**src/rtl/phys_reg_free_list_pkg.sv**
```systemverilog
// Free-list shared types and reset map helper.
// Optional restore ports are enabled by FREELIST_RESTORE_EN (see top).
package freelist_pkg;

  localparam int NUM_PREGS_DEFAULT = 64;
  localparam int NUM_ARCH_DEFAULT  = 32;

  typedef logic [$clog2(NUM_PREGS_DEFAULT)-1:0] preg_t;

  // Pregs below num_arch hold the identity map, so only the rest start free.
  function automatic logic [63:0] init_map(input int np, input int na);
    logic [63:0] m;
    m = '0;
    for (int i = 0; i < 64; i++) begin
      m[i] = (i >= na) && (i < np);
    end
    return m;
  endfunction

endpackage

```
**src/rtl/phys_reg_free_list_priority_encoder.sv**
```systemverilog
// Priority encoder: highest set bit on out_MSB_o, lowest on out_LSB_o
// when TWO_SIDE is set, valid_o when any input bit is set.
module priority_encoder #(
  parameter int WIDTH    = 64,
  parameter bit TWO_SIDE = 1'b0,
  localparam int W       = $clog2(WIDTH)
) (
  input  logic [WIDTH-1:0] in_i,
  output logic [W-1:0]     out_MSB_o,
  output logic [W-1:0]     out_LSB_o,
  output logic             valid_o
);

  always_comb begin
    out_MSB_o = '0;
    valid_o   = |in_i;
    for (int i = 0; i < WIDTH; i++) begin
      if (in_i[i]) out_MSB_o = W'(i);
    end
  end

  generate
    if (TWO_SIDE) begin : g_lsb
      always_comb begin
        out_LSB_o = '0;
        for (int i = WIDTH - 1; i >= 0; i--) begin
          if (in_i[i]) out_LSB_o = W'(i);
        end
      end
    end else begin : g_no_lsb
      assign out_LSB_o = '0;
    end
  endgenerate

endmodule

```
**src/rtl/phys_reg_free_list.sv**
```systemverilog
// Physical-register free list with a one-entry prefetch buffer.
// FREELIST_RESTORE_EN adds restore_valid_i/restore_map_i for recovery.
module phys_reg_free_list
  import freelist_pkg::*;
#(
  parameter int NUM_PREGS = NUM_PREGS_DEFAULT,
  parameter int NUM_ARCH  = NUM_ARCH_DEFAULT,
  localparam int PW       = $clog2(NUM_PREGS),
  localparam int CW       = PW + 1
) (
  input  logic                 clk,
  input  logic                 rst,
  input  logic                 alloc_req_i,
  output logic                 alloc_valid_o,
  output logic [PW-1:0]        alloc_preg_o,
  input  logic                 free_valid_i,
  input  logic [PW-1:0]        free_preg_i,
  output logic [CW-1:0]        free_count_o,
  output logic                 empty_o
`ifdef FREELIST_RESTORE_EN
  ,
  input  logic                 restore_valid_i,
  input  logic [NUM_PREGS-1:0] restore_map_i
`endif
);

  localparam logic [63:0] INIT_FULL =
    init_map(NUM_PREGS, NUM_ARCH);
  localparam logic [NUM_PREGS-1:0] INIT_MAP =
    INIT_FULL[NUM_PREGS-1:0];

  function automatic logic [CW-1:0] popcount(
    input logic [NUM_PREGS-1:0] v
  );
    logic [CW-1:0] n;
    n = '0;
    for (int i = 0; i < NUM_PREGS; i++) begin
      n = n + CW'(v[i]);
    end
    return n;
  endfunction

  logic [NUM_PREGS-1:0] bitmap_q, bitmap_d;
  logic                 alloc_valid_q, alloc_valid_d;
  logic [PW-1:0]        alloc_preg_q, alloc_preg_d;
  logic [PW-1:0]        enc_msb, enc_lsb;
  logic                 enc_valid;
  logic                 pop, refill, free_en, free_chk;
  logic                 unused_lsb;

  priority_encoder #(
    .WIDTH   (NUM_PREGS),
    .TWO_SIDE(1'b0)
  ) u_enc (
    .in_i     (bitmap_q),
    .out_MSB_o(enc_msb),
    .out_LSB_o(enc_lsb),
    .valid_o  (enc_valid)
  );

  assign unused_lsb = ^enc_lsb;

  assign pop     = alloc_req_i & alloc_valid_q;
  assign refill  = (~alloc_valid_q | pop) & enc_valid;
  assign free_en = free_valid_i & (free_preg_i != '0);

`ifdef FREELIST_RESTORE_EN
  assign free_chk = free_en & ~restore_valid_i;
`else
  assign free_chk = free_en;
`endif

  // Free and refill always hit different pregs, so both edits apply.
  always_comb begin
    bitmap_d      = bitmap_q;
    alloc_valid_d = alloc_valid_q;
    alloc_preg_d  = alloc_preg_q;
`ifdef FREELIST_RESTORE_EN
    if (restore_valid_i) begin
      bitmap_d      = {restore_map_i[NUM_PREGS-1:1], 1'b0};
      alloc_valid_d = 1'b0;
    end else
`endif
    begin
      if (free_en) bitmap_d[free_preg_i] = 1'b1;
      if (refill) begin
        bitmap_d[enc_msb] = 1'b0;
        alloc_valid_d     = 1'b1;
        alloc_preg_d      = enc_msb;
      end else if (pop) begin
        alloc_valid_d = 1'b0;
      end
    end
  end

  always_ff @(posedge clk) begin
    if (rst) begin
      bitmap_q      <= INIT_MAP;
      alloc_valid_q <= 1'b0;
      alloc_preg_q  <= '0;
    end else begin
      bitmap_q      <= bitmap_d;
      alloc_valid_q <= alloc_valid_d;
      alloc_preg_q  <= alloc_preg_d;
    end
  end

  assign alloc_valid_o = alloc_valid_q;
  assign alloc_preg_o  = alloc_preg_q;
  assign free_count_o  = rst ? '0 :
    popcount(bitmap_q) + CW'(alloc_valid_q);
  assign empty_o       = (free_count_o == '0);

  // A preg may only come back while it is neither free nor buffered.
  a_free_legal: assert property (
    @(posedge clk) disable iff (rst)
    free_chk |-> !bitmap_q[free_preg_i] &&
      !(alloc_valid_q && alloc_preg_q == free_preg_i)
  );

endmodule

```
**config.mk**
```make
export PLATFORM = sky130hd
export DESIGN_NAME = phys_reg_free_list
export DESIGN_NICKNAME = d
export VERILOG_FILES = /design/src/rtl/phys_reg_free_list_pkg.sv /design/src/rtl/phys_reg_free_list_priority_encoder.sv /design/src/rtl/phys_reg_free_list.sv
export SDC_FILE = /design/constraint.sdc
export NUM_CORES = 1
export LEC_CHECK = 0
export CAP_MARGIN = 10
export CORE_ASPECT_RATIO = 2
export CORE_MARGIN = 2
export CORE_UTILIZATION = 51
export DETAILED_ROUTE_END_ITERATION = 12
export PLACE_DENSITY = 0.72
export SLEW_MARGIN = 20
export SYNTH_ARGS = -nofsm -noshare
export SYNTH_HDL_FRONTEND = slang
export SYNTH_HIERARCHICAL = 1
export SYNTH_SLANG_ARGS = --single-unit
export TNS_END_PERCENT = 30
```
**constraint.sdc**
```tcl
create_clock -name clk -period 11.3 [get_ports clk]
set_clock_uncertainty 0.1 [all_clocks]
set_input_delay 2.825 -clock clk [delete_from_list [all_inputs] [get_ports clk]]
set_output_delay 2.825 -clock clk [all_outputs]
set_load 0.005 [all_outputs]
```
# Yosys cells after proc, flatten, opt, wreduce, memory -nomap -nowiden
# Index checks and enable logic that the tools add are counted.
dict set report totals {
  mem_bits_rw 0
  n_memories 0
  mem_bits_ro 0
  register_bits 71
  latch_bits 0
}
dict set report classes {
  order_cmp 4
  shift 0
  n_bitwise 8
  eq_ne 0
  n_reduce_logical 6
  div_mod_pow 0
  mux 72
  addsub 64
  mul 0
}
# operator count
set ops {}
lappend ops {{7-bit by 1-bit adder with 7-bit output} 58}
lappend ops {{6-bit two-way mux} 32}
lappend ops {{64-bit two-way mux} 2}
lappend ops {{5-bit two-way mux} 16}
lappend ops {{64-bit bitwise AND} 1}
lappend ops {{64-bit inverter} 1}
lappend ops {{64-bit OR} 1}
lappend ops {{64-bit OR reduction} 1}
lappend ops {{4-bit two-way mux} 8}
lappend ops {{6-bit by 7-bit < comparator with 1-bit output (second input constant)} 2}
lappend ops {{1-bit demux with 6-bit select} 2}
lappend ops {{6-bit by 1-bit greater-or-equal comparator with 1-bit output (second input constant)} 2}
lappend ops {{3-bit two-way mux} 4}
lappend ops {{6-bit by 1-bit adder with 7-bit output} 1}
lappend ops {{7-bit logical NOT} 1}
lappend ops {{7-bit two-way mux} 1}
lappend ops {{5-bit by 1-bit adder with 6-bit output} 1}
lappend ops {{6-bit nonzero test} 1}
lappend ops {{4-bit by 1-bit adder with 5-bit output} 1}
lappend ops {{1-bit two-way mux} 5}
lappend ops {{3-bit by 1-bit adder with 4-bit output} 1}
lappend ops {{2-bit two-way mux} 2}
lappend ops {{2-bit by 1-bit adder with 3-bit output} 1}
lappend ops {{1-bit bitwise AND} 3}
lappend ops {{other kinds (5)} 6}

# Longest topological paths before layout
# Gate-level depths: netlist of run 1.
dict set report depth {
  depth_word 70
  depth_mapped 20
}

# Hierarchy
# The synthesis of run 1 kept the hierarchy.
# mod area_per_inst_um2 instances seq_area_each_um2 cells_per_inst
set modules_own_cells {}
lappend modules_own_cells {phys_reg_free_list 4763.3 1 1421.4 532}
lappend modules_own_cells {priority_encoder 900.9 1 0.0 153}

# Worst setup path after synthesis of run 1
# Ideal clock, no wire load.
dict set report synth_timing {
  kind {register to output}
  from {reg bitmap_q[34]}
  to {out empty_o}
  path_stages_with_launch 19
  t_required_ns 8.375
  t_arrival_ns 5.945
  path_slack_ns 2.430
  n_path_buf 0
  cell_sequence {dfxtp_1 inv_1 fa_1 inv_1 fa_1 inv_1 fa_1 fa_1 fa_1 fa_1 fa_1 fa_1 fa_1 fa_1 nand2b_1 a21oi_1 a211oi_1 nor3_1 nor3_1}
}
dict set report synth_between {
  elab_chain_len 33
}
# element line
set synth_lines {}
lappend synth_lines {{start, declared} phys_reg_free_list.sv:43} ;# logic [NUM_PREGS-1:0] bitmap_q, bitmap_d;
lappend synth_lines {{start signal, assigned} phys_reg_free_list.sv:102} ;# bitmap_q <= bitmap_d;
lappend synth_lines {{7-bit by 1-bit adder with 7-bit output (30 in series)} phys_reg_free_list.sv:38} ;# n = n + CW'(v[i]);
lappend synth_lines {{7-bit by 1-bit adder with 7-bit output} phys_reg_free_list.sv:111} ;# popcount(bitmap_q) + CW'(alloc_valid_q);
lappend synth_lines {{7-bit two-way mux} phys_reg_free_list.sv:110} ;# assign free_count_o = rst ? '0 :
lappend synth_lines {{via free_count_o[6]} phys_reg_free_list.sv:18} ;# output logic [CW-1:0] free_count_o,
lappend synth_lines {{7-bit logical NOT} phys_reg_free_list.sv:112} ;# assign empty_o = (free_count_o == '0);
lappend synth_lines {{end, declared} phys_reg_free_list.sv:19} ;# output logic empty_o
# The timed path passes the listed nets, and every way through them passes these cells.

# Final worst setup path of run 1
dict set report layout_timing {
  from {reg bitmap_q[58]}
  to {out free_count_o[6]}
}
dict set report layout_between {
  elab_chain_len 8
}
# element line
set layout_lines {}
lappend layout_lines {{7-bit by 1-bit adder with 7-bit output (6 in series)} phys_reg_free_list.sv:38}
lappend layout_lines {{7-bit by 1-bit adder with 7-bit output} phys_reg_free_list.sv:111}
lappend layout_lines {{7-bit two-way mux} phys_reg_free_list.sv:110}
lappend layout_lines {{end, declared} phys_reg_free_list.sv:18}
# Every way passes these cells.

==> results.ini, run 1 <==
[outcome]
status=finished clean

[sta]
max-slew-margin-rel_pct=29.90
grt_setup_unrepaired=false
setup_violations=0
tns_ns=0
finalMaxSlewViolations=0
worst_slew_pin_slew_ns=1.048
fin_crit_ns=10.04
min_period_over_period_pct=88.85
fmax_mhz=99.60
hold_violations=0
postLayoutSetupSlackWorst_ns=1.260

[clock_tree]
clock-root-buffer=clkbuf_16
clk_latency_ns=0.34
cts_buffer_depth=2
postCtsSetupBuffers=0
cts.clk_slew.worst_paths_ns=0.06
numCtsBuffers=9
holdBufCountCts=0
cts_tree=built
h-tree-depth=3
post_cts_resize_count=0
cts_sinks=71

[detailed_routing]
num_vias=5268
drt-pass1-iter-count=6
drc=0
via_per_inst=6.294
wl_per_cell_um=21.27
drt-total-wl_um=17800
drtIter0Drc=410
final_antenna_net_count=0

[setup_path]
required_ns=8.38
crit_fanout=8
arrival_ns=7.12
start_kind=flop
path_class=flop to output port
crit_path_end_kind=output port

[floorplan]
io_pins=25
start_util_pct=51.94
row_count=54
core_area_um2=10810
die_h_um=152.4
die_width_um=78.20
dieArea_um2=11920

[power_and_ir_drop]
total_power_w=0.0008857
p_leak_nw=2.650
power.density_nw_per_um2=142.6
vdd_drop_max_mv=0.2351

[placed_design]
dpl.hpwl_um=13900
dp_cells=821
portBuffers=24
place_area_um2=5944
finalWeightedCongestion=0.9997
pre_cts_ws_ns=1.623

[global_route]
grt_pass1_wl_um=27960
grt_max_degree=48
track_usage_pct=31.21
grt_overflow=0
antenna_found_initial=0
grt_pass1_vias=5258

[flow_run]
maxCapViolCount=0

[finish]
nets=771
n_antenna_cell=0
layout-drive-gt1-share_pct=7.461
fin_cells=837
fillers=969
finalInstanceArea_um2=6211
area_growth_syn_to_layout_pct=10.61

[synthesis]
syn_area_per_cell_um2=8.282
synth_nets=757
yosysWarningCount=6
syn-cell-area_um2=5615
synth_cells=678

[hold_path]
min-delay-path-class=flop to flop

## state kept, by name, summed over array words and instances, names as in the netlist
| signal | flops |
|---|---|
| alloc_valid_o | 1 |
| bitmap_q | 64 |
| alloc_preg_o | 6 |
## cells in the final DEF (no fill, tap or decap), types with 11 or more instances in the layout
cell type / n
ha_1: 14
nand2_1: 25
nor4_1: 12
inv_1: 105
a21oi_1: 83
nand3_1: 11
nand2b_1: 12
dfxtp_1: 71
nor2_1: 77
o21ai_0: 12
o21bai_1: 27
fa_1: 55
a211oi_1: 27
clkdlybuf4s50_1: 23
nor3_1: 17
## critical path, cell delays in order, from the launching register on
cell,delay [ns]
dfxtp_1,0.47
inv_1,0.11
fa_1,0.51
fa_1,0.52
inv_1,0.06
fa_1,0.47
inv_1,0.05
fa_1,0.46
fa_1,0.52
fa_1,0.43
fa_1,0.51
fa_1,0.42
fa_1,0.48
fa_1,0.42
nand2b_1,0.16
a21oi_1,0.23
a211oi_1,0.12
nor3_1,0.26
clkdlybuf4s50_1,0.58
## layer usage
metal / vias to the layer above / global-route usage [%] / wire, µm
met5: - / 0 / 0
li1: 2323 / - / -
met1: 2524 / 33.11 / 5848
met4: 0 / 26.82 / 1919
met2: 320 / 52.55 / 8863
met3: 101 / 4.858 / 1169
## where the power goes
group	switching, W	internal [W]	leakage (nW)
Sequential	0.00000480	0.000254	0.576
Clock	0.000112	0.000147	0.124
Combinational	0.000192	0.000176	1.95
Total	0.000308	0.000577	2.65
## final timing paths
path              slack, ns               to  cells after the start             from
hold / removal         0.35  alloc_preg_o[0]                      2  alloc_preg_o[0]
setup reg to reg       7.66     bitmap_q[33]                     10      bitmap_q[5]
setup / recovery       1.26  free_count_o[6]                     18     bitmap_q[58]
hold reg to reg        0.35  alloc_preg_o[0]                      2  alloc_preg_o[0]
## layout make-up
type | count | area (µm²) | share of cell area [%]
clock inverter | 6 | 37.54 | 0.6044
timing repair buffer | 27 | 257.7 | 4.150
multi-input combinational | 478 | 3696 | 59.51
clock buffer | 10 | 229.0 | 3.687
sequential | 71 | 1421 | 22.88
inverter | 105 | 394.1 | 6.346
tap | 140 | 175.2 | 2.820
## through the flow
| step | utilization (%) | hold slack, ns |
|---|---|---|
| final | 57.45 | 0.3529 |
| after global routing | 57.45 | 0.3734 |
| after CTS | 57.45 | 0.3549 |
| after detailed placement | 54.99 | 0.3475 |
| after global placement | 54.93 | 0.3430 |
| after floorplan | - | 0.3527 |
Power figures use the tool's default switching activity.
==> inputs of run 2 (changes only) <==
--- a/constraint.sdc
+++ b/constraint.sdc
@@ -4,2 +4,2 @@
 set_output_delay 2.825 -clock clk [all_outputs]
-set_load 0.005 [all_outputs]
+set_load 0.01 [all_outputs]
==> run 2 against run 1 <==
Clock power is 5% higher. Global-route usage rose by 0.29 points. Hold slack better by 0.00074 ns.
==> results.ini, run 2 (synthesized netlist as in run 1, its figures left out) <==
[setup_path]
slowest_delay_ns=0.61
required_ns=8.38
cpMostUsedCell=fa_1
crit_path_end_kind=output port
crit_slowest_cell=clkdlybuf4s50_1
reg2reg_from=bitmap_q[5]
startpoint=bitmap_q[58]
endpoint=free_count_o[6]
arrival_ns=7.14
path_class=flop to output port
crit_fanout=8
r2r_cells=10
r2r_end=bitmap_q[33]
rrSetupSlack_ns=7.55
start_kind=flop
path_cells=inv_1 -> fa_1 -> fa_1 -> inv_1 -> fa_1 -> inv_1 -> fa_1 -> fa_1 -> fa_1 -> fa_1 -> fa_1 -> fa_1 -> fa_1 -> nand2b_1 -> a21oi_1 -> a211oi_1 -> nor3_1 -> clkdlybuf4s50_1

[global_route]
antenna_found_initial=0
grt_max_degree=48
grt_pass1_wl_um=28170
grt_overflow=0
track_usage_pct=31.49
grt_pass1_vias=5238

[power_and_ir_drop]
power.density_nw_per_um2=146.3
pwr-share-clk_pct=29.9
power_switching_w=0.0003217
internal_power_w=0.0005896
p_comb_share_pct=41.7
total_power_w=0.0009113
p_leak_nw=2.659
vdd_drop_max_mv=0.2603
power_switching_share_pct=35.30
seqPwrFrac_pct=28.4

[detailed_routing]
drt-total-wl_um=17970
num_vias=5226
drtIter0Drc=490
drc=0
via_per_inst=6.244
drt-pass1-iter-count=5
wl_per_cell_um=21.46
final_antenna_net_count=0

[clock_tree]
cts_buffer_depth=2
cts_sinks=71
numCtsBuffers=9
cts.clk_slew.worst_paths_ns=0.06
clock-root-buffer=clkbuf_16
holdBufCountCts=0
cts_tree=built
post_cts_resize_count=0
h-tree-depth=3
postCtsSetupBuffers=0
clk_latency_ns=0.35

[sta]
setup_violations=0
postLayoutSetupSlackWorst_ns=1.238
fin_hold_ws_ns=0.3537
hold_violations=0
worst_slew_pin_slew_ns=1.028
grt_setup_unrepaired=false
min_period_over_period_pct=89.04
max-slew-margin-rel_pct=31.19
finalMaxSlewViolations=0
fmax_mhz=99.38
tns_ns=0
fin_crit_ns=10.06

[floorplan]
die_h_um=152.4
dieArea_um2=11920
core_area_um2=10810
io_pins=25
die_width_um=78.20
start_util_pct=51.94
row_count=54

[finish]
n_antenna_cell=0
largest_reg_flops=64
layout_common_cells=inv_1, a21oi_1, nor2_1
regMostFlops=bitmap_q
nets=771
finalInstanceArea_um2=6230
layout-drive-gt1-share_pct=7.604
area_growth_syn_to_layout_pct=10.94
final_common_cell=inv_1

[placed_design]
dpl.hpwl_um=13850
place_area_um2=5944
finalWeightedCongestion=0.9997
portBuffers=24
pre_cts_ws_ns=1.601

[outcome]
status=finished clean

[flow_run]
maxCapViolCount=0

[hold_path]
holdPathStages=2
min-delay-path-class=flop to flop

==> run 2: cell count changes in the layout (fill, tap and decap cells not counted), sizes merged <==
cell,delta
clkinv,-1
clkbuf,+1
==> run 2: how the worst min path moves through the flow <==
stage / startpoint / endpoint
floorplan: bitmap_q[0] / bitmap_q[0]
global placement: alloc_preg_o[5] / alloc_preg_o[5]
detailed placement: alloc_preg_o[0] / alloc_preg_o[0]
CTS: alloc_preg_o[0] / alloc_preg_o[0]
global route: alloc_preg_o[0] / alloc_preg_o[0]
finish: alloc_preg_o[5] / alloc_preg_o[5]
==> run 2: critical path, delay by kind of cell (launching register included) <==
kind	cells	cell delay (ns)
adders and majority gates	10	4.73
buffers and inverters	4	0.82
DFF	1	0.47
and+or+nand+nor	2	0.41
AOI/OAI and AO/OA	2	0.33
==> run 2: power groups by stage <==
| stage | combinational, W | clock, W | sequential, W |
|---|---|---|---|
| after floorplan | 0.000256 | 0 | 0.000264 |
| after global placement | 0.000367 | 0 | 0.000264 |
| after detailed placement | 0.000377 | 0 | 0.000264 |
| after CTS | 0.000381 | 0.000274 | 0.000259 |
| after global routing | 0.000428 | 0.000282 | 0.000259 |
| final | 0.000380 | 0.000272 | 0.000259 |
==> run 2: per-stage QoR <==
stage,utilization (%),cells
global placement,54.93,821
floorplan,-,678
detailed placement,54.99,821
CTS,57.63,837
finish,57.63,837
global route,57.63,837
==> run 2: layout make-up <==
cell class              count  area (µm²)
flip-flops and latches     71        1421
repair buffers             27       257.7
inverters                 105       394.1
fillers                   977        4581
clock inverters             5       32.53
multi-input cells         478        3696
well taps                 140       175.2
clock buffers              11       252.7
==> run 2: layer usage <==
metal | GRT usage, % | up-vias | part of all wire [%]
met2 | 52.71 | 308 | 50
met4 | 27.40 | 0 | 10
met3 | 5.450 | 100 | 7.0
met5 | 0 | - | 0
li1 | - | 2325 | -
met1 | 33.20 | 2493 | 33
